## src/rtl/squeeze_serializer.sv

```systemverilog
// squeeze_serializer: streams SHAKE256 squeeze output as 2-bit chunks, requesting a permutation between rate blocks
// Ports: start/out_bits launch a job (length in bits, bit 0 ignored); block_valid/block_data/block_ack load a rate block;
//   request_permute asks control for the next block; serial_out/serial_valid/serial_ready/serial_last carry the chunk
//   stream (chunk k of a block is block[2k+:2]); busy is high outside idle; done pulses once per job.
module squeeze_serializer #(
  parameter int RATE_BITS = 1088,
  parameter int OUT_LEN_W = 16
) (
  input  logic                 clk,
  input  logic                 reset,
  input  logic                 start,
  input  logic [OUT_LEN_W-1:0] out_bits,
  input  logic                 block_valid,
  input  logic [RATE_BITS-1:0] block_data,
  output logic                 block_ack,
  output logic                 request_permute,
  output logic [1:0]           serial_out,
  output logic                 serial_valid,
  input  logic                 serial_ready,
  output logic                 serial_last,
  output logic                 busy,
  output logic                 done
);
  localparam logic [10:0] LAST_IDX = 11'(RATE_BITS / 2 - 1);
  typedef enum logic [2:0] {ST_IDLE, ST_WAIT_BLK, ST_SHIFT, ST_REQ, ST_DONE} state_t;
  state_t r_state, w_next;
  logic [RATE_BITS-1:0] r_shreg;
  logic [OUT_LEN_W-1:0] r_remaining, w_len;
  logic [10:0] r_cidx;
  logic w_xfer, w_last;
  assign w_len = out_bits >> 1;
  assign w_xfer = (r_state == ST_SHIFT) & serial_ready;
  assign w_last = r_remaining == OUT_LEN_W'(1);
  always_comb begin
    w_next = r_state;
    case (r_state)
      ST_IDLE:     w_next = start ? ((w_len == '0) ? ST_DONE : ST_WAIT_BLK) : ST_IDLE;
      ST_WAIT_BLK: w_next = block_valid ? ST_SHIFT : ST_WAIT_BLK;
      // finishing the job outranks the end-of-block permute request
      ST_SHIFT:    w_next = !w_xfer ? ST_SHIFT : w_last ? ST_DONE : (r_cidx == LAST_IDX) ? ST_REQ : ST_SHIFT;
      ST_REQ:      w_next = ST_WAIT_BLK;
      ST_DONE:     w_next = ST_IDLE;
      default:     w_next = ST_IDLE;
    endcase
  end
  assign block_ack       = (r_state == ST_WAIT_BLK) & block_valid;
  assign request_permute = r_state == ST_REQ;
  assign serial_valid    = r_state == ST_SHIFT;
  assign serial_out      = r_shreg[1:0];
  assign serial_last     = serial_valid & w_last;
  assign busy            = r_state != ST_IDLE;
  assign done            = r_state == ST_DONE;
  always_ff @(posedge clk or negedge reset) begin
    if (!reset) begin
      r_state     <= ST_IDLE;
      r_shreg     <= '0;
      r_remaining <= '0;
      r_cidx      <= '0;
    end else begin
      r_state <= w_next;
      if (r_state == ST_IDLE && start) begin
        r_remaining <= w_len;
        r_cidx      <= '0;
      end
      if (block_ack) begin
        r_shreg <= block_data;
        r_cidx  <= '0;
      end
      if (w_xfer) begin
        r_shreg     <= r_shreg >> 2;
        r_remaining <= r_remaining - OUT_LEN_W'(1);
        r_cidx      <= r_cidx + 11'd1;
      end
    end
  end
endmodule

```

## config.mk

```make
export PLATFORM = sky130hd
export DESIGN_NAME = squeeze_serializer
export DESIGN_NICKNAME = d
export VERILOG_FILES = /design/src/rtl/squeeze_serializer.sv
export SDC_FILE = /design/constraint.sdc
export NUM_CORES = 2
export LEC_CHECK = 0
export BUFFER_PORTS_ARGS = -buffer_cell sky130_fd_sc_hd__buf_2
export CORE_AREA = 3 3 435 437
export CTS_BUF_LIST = sky130_fd_sc_hd__clkbuf_16
export DETAILED_ROUTE_END_ITERATION = 12
export DIE_AREA = 0 0 438 440
export GPL_TIMING_DRIVEN = 0
export PLACE_DENSITY = 0.47
export SLEW_MARGIN = 20
export SYNTH_ARGS = -nofsm -noshare
export SYNTH_HDL_FRONTEND = slang
export SYNTH_SLANG_ARGS = --single-unit
```

## constraint.sdc

```tcl
create_clock -name clk -period 2.1 [get_ports clk]
set_input_delay 0.21 -clock clk [delete_from_list [all_inputs] [get_ports clk]]
set_output_delay 0.21 -clock clk [all_outputs]
set_load 0.01 [all_outputs]
```

==> flow_summary.yaml <==
floorplanning:
  coreArea_mm2: 0.185
  die_height_um: 440
  rows: 158
  initial_core_util: 0.266
  io-pin-count: 1117
  die_width_um: 438
  die-area_mm2: 0.193
timing:
  clock.fmax_mhz: 427
  setup_slack_ns: -0.242
  hold_violations: 187
  relSlewSlack: 0.510
  final-setup-viol-count: 281
  skew_ns: 0.0384
  tightestPinTransition_ns: 0.735
  setup_tns_ns: -8.63
  rsz0062_at_grt: "true"
  hold_ws_ns: -0.175
  layout_min_cycle_time_ns: 2.34
  post-route-period-util: 1.12
  report.final.slew_viol_count: 0
clocking:
  tritoncts: "done"
  clock-sinks: 1118
  cts_made_buffers: 137
  ctsHtreeMaxLevel: 4
  clockBufferDepth: 3
  root_buffer: "clkbuf_16"
  holdBufCountCts: 1113
  insertion_delay_ns: 0.80
  clkTransAtPathRegs_ns: 0.06
setup_path:
  crit_type: "flip-flop to output port"
  end_kind: "output port"
  critPathLaunchType: "flip-flop"
  arrival_ns: 2.13
  cp_slowest_stage_delay_ns: 0.43
  crit_chain: "nand4b_4, inv_2, buf_12, buf_16, buf_12, buf_8"
  path_max_fanout: 4
  worst_ep_required_time_ns: 1.89
  crit_buf_inv: 5
  critPathSlowestCell: "dfrtp_2"
  critical_path.top_delay_family: "buffers and inverters"
  cpMostUsedCell: "buf_12"
pwr:
  p_leak_nw: 36.1
  powerDensity_mw_per_mm2: 1260
  ir_worst_vdd_v: 0.000616
detailed_routing:
  num_vias: 52700
  viasPerCell: 4.84
  final_antenna_net_count: 0
  dr.pass1.iters: 7
  dr.first_iter.drc_count: 4300
  drt_drc_violations_left: 0
  routedWlPerCell_um: 21.3
  drt_wl_total_um: 232000
global_routing:
  grt_max_degree: 124
  grt_pass1_wl_um: 344000
  grt.total_usage: 0.234
  grt_pass1_vias: 54300
  grt-ovfl-total: 0
  antenna_found_initial: 117
hold_path:
  hold_class: "input port to async pin"
logic_synthesis:
  synth_top_flop_cell: "dfrtp_1"
  synth_seq_cells: 1118
  syn-instance-count: 5789
  yosysUniqueCellTypes: 51
  synthArstFlopShare: 1.00
  ys_warn_count: 0
  syn_area_per_cell_um2: 8.53
  netlist_area_mm2: 0.0494
  ys_seq_area_frac: 0.566
  synth-edff-count: 0
  synth_fp_nets: 6901
placed_design:
  place_hpwl_um: 166000
  dp_slack_ns: -1.15
  place_congestion: 0.918
  place.port_buffers: 1115
status:
  outcome: "finished with violations"
  violations: "negative hold slack, negative setup slack"
final_layout:
  drive_gt1_frac: 0.216
  area_growth_pct: 52.2
  multi_input_area_mm2: 0.0193
  fin_nets: 9297
  fillers: 18700
  seqCellArea_mm2: 0.0280
job:
  max_cap_viol_count: 0
stage by stage:
| stage | area, um^2 | power (mW) | hold WS (ns) | instances | util |
|---|---|---|---|---|---|
| after detailed placement | 58400 | 68.0 | 0.111 | 9396 | 0.315 |
| after floorplan | 49400 | 57.5 | -0.0856 | 5789 | - |
| final | 75200 | 94.6 | -0.175 | 10900 | 0.405 |
| after CTS | 74700 | 95.1 | -0.203 | 10800 | 0.403 |
| after global placement | 58100 | 67.4 | 0.441 | 9384 | 0.313 |
| after global routing | 75100 | 102 | -0.148 | 10900 | 0.405 |
cells in the final DEF (no fill, tap or decap), types with 4 or more instances in the layout:
| cell type | n |
|---|---|
| inv_6 | 7 |
| clkbuf_1 | 38 |
| clkbuf_16 | 139 |
| bufinv_16 | 10 |
| clkbuf_2 | 101 |
| nand4_1 | 7 |
| a31oi_1 | 790 |
| buf_12 | 7 |
| nor4_1 | 6 |
| o21ai_0 | 12 |
| dfrtp_2 | 5 |
| buf_8 | 6 |
| buf_16 | 20 |
| a22oi_2 | 4 |
| nor2_1 | 801 |
| buf_6 | 11 |
| a22oi_1 | 296 |
| clkbuf_4 | 29 |
| buf_4 | 66 |
| nand3_1 | 7 |
| clkinvlp_4 | 8 |
| a211oi_1 | 8 |
| dlygate4sd3_1 | 1107 |
| buf_2 | 1330 |
| a21oi_1 | 5 |
| diode_2 | 115 |
| nor3_1 | 9 |
| inv_1 | 29 |
| nand2_1 | 2198 |
| clkinv_8 | 5 |
| o22ai_1 | 4 |
| dfrtp_1 | 1113 |
| clkbuf_8 | 4 |
| clkinv_2 | 17 |
| clkinv_1 | 39 |
flip-flops by register name, summed over array words and instances, names as in the netlist:
register,count
r_state,3
r_shreg,1088
r_remaining,16
r_cidx,11
synth_stat cells, types with 3 or more instances:
library cell / count / area (um^2)
nand2_1: 2198 / 8250
dfrtp_1: 1118 / 28000
nor2_1: 803 / 3010
a31oi_1: 790 / 4940
a22oi_1: 300 / 2250
buf_2: 283 / 1420
clkbuf_1: 167 / 627
o21ai_0: 12 / 60.1
nor3_1: 9 / 45.0
nor4_1: 9 / 56.3
a211oi_1: 8 / 60.1
buf_1: 8 / 30.0
nand3_1: 7 / 35.0
nand4_1: 7 / 43.8
inv_1: 6 / 22.5
a21oi_1: 5 / 25.0
buf_4: 5 / 37.5
o22ai_1: 4 / 25.0
a311oi_1: 3 / 26.3
and4_1: 3 / 26.3
ha_1: 3 / 37.5
o211ai_1: 3 / 22.5
tightest hold or removal path: stages:
cell and delay [ns]:
buf_12 0.08, buf_16 0.09, buf_16 0.09, buf_16 0.09, buf_16 0.12, buf_16 0.36
report_power, final:
part	internal [mW]	switching [mW]	total [mW]
clock	13.3	10.3	23.6
combinational	13.4	18.8	32.2
sequential	32.6	6.14	38.7
per-layer routing:
| metal | GRT usage | vias up | part of all wire |
|---|---|---|---|
| met5 | 0 | - | 0.00066 |
| met4 | 0.114 | 22 | 0.049 |
| met3 | 0.0508 | 574 | 0.061 |
| met2 | 0.391 | 2079 | 0.49 |
| met1 | 0.285 | 25600 | 0.40 |
| li1 | - | 24500 | - |
path summary, 6_finish.rpt:
path | to | slack [ns] | startpoint | depth (start not counted)
worst max-delay path | block_ack | -0.24 | r_state[1] | 6
max in group asynchronous | r_shreg[889] | 0.44 | reset | 8
worst min register to register | r_shreg[761] | 0.47 | r_shreg[761] | 2
worst max register to register | r_shreg[397] | -0.14 | r_state[2] | 8
worst min-delay path | r_shreg[266] | -0.18 | reset | 6
min in group clk | r_shreg[494] | 0.19 | block_data[494] | 4
repair_timing:
item                                    4_1_cts  5_1_grt
pin swaps                                     5        8
endpoints found under the setup margin     1108     1004
setup buffers                                14        5
resized for setup                           244       78
hold endpoints to repair                   1440      193
kinds of logic (layout without fill, tap and decap cells):
family          count (synthesis)  after routing  synth area share
compound gates               1139           1139             0.153
xor+xnor                        1              1          0.000177
fa+ha+maj                       3              3          0.000760
buf+inv                       472           2981            0.0436
flops                        1118           1118             0.566
mux                             1              1          0.000203
other cells                     0            115                 0
simple gates                 3055           3055             0.236
layout make-up:
class                   count  share of cell area
plain buffers             462              0.0357
clock buffers             139              0.0463
repair buffers           2259               0.231
clock inverters           113              0.0119
diodes                    115             0.00383
well taps                2480              0.0413
multi-input cells        4199               0.257
inverters                   8            0.000399
flip-flops and latches   1118               0.372
No activity file was read; power rests on OpenSTA's default activity.
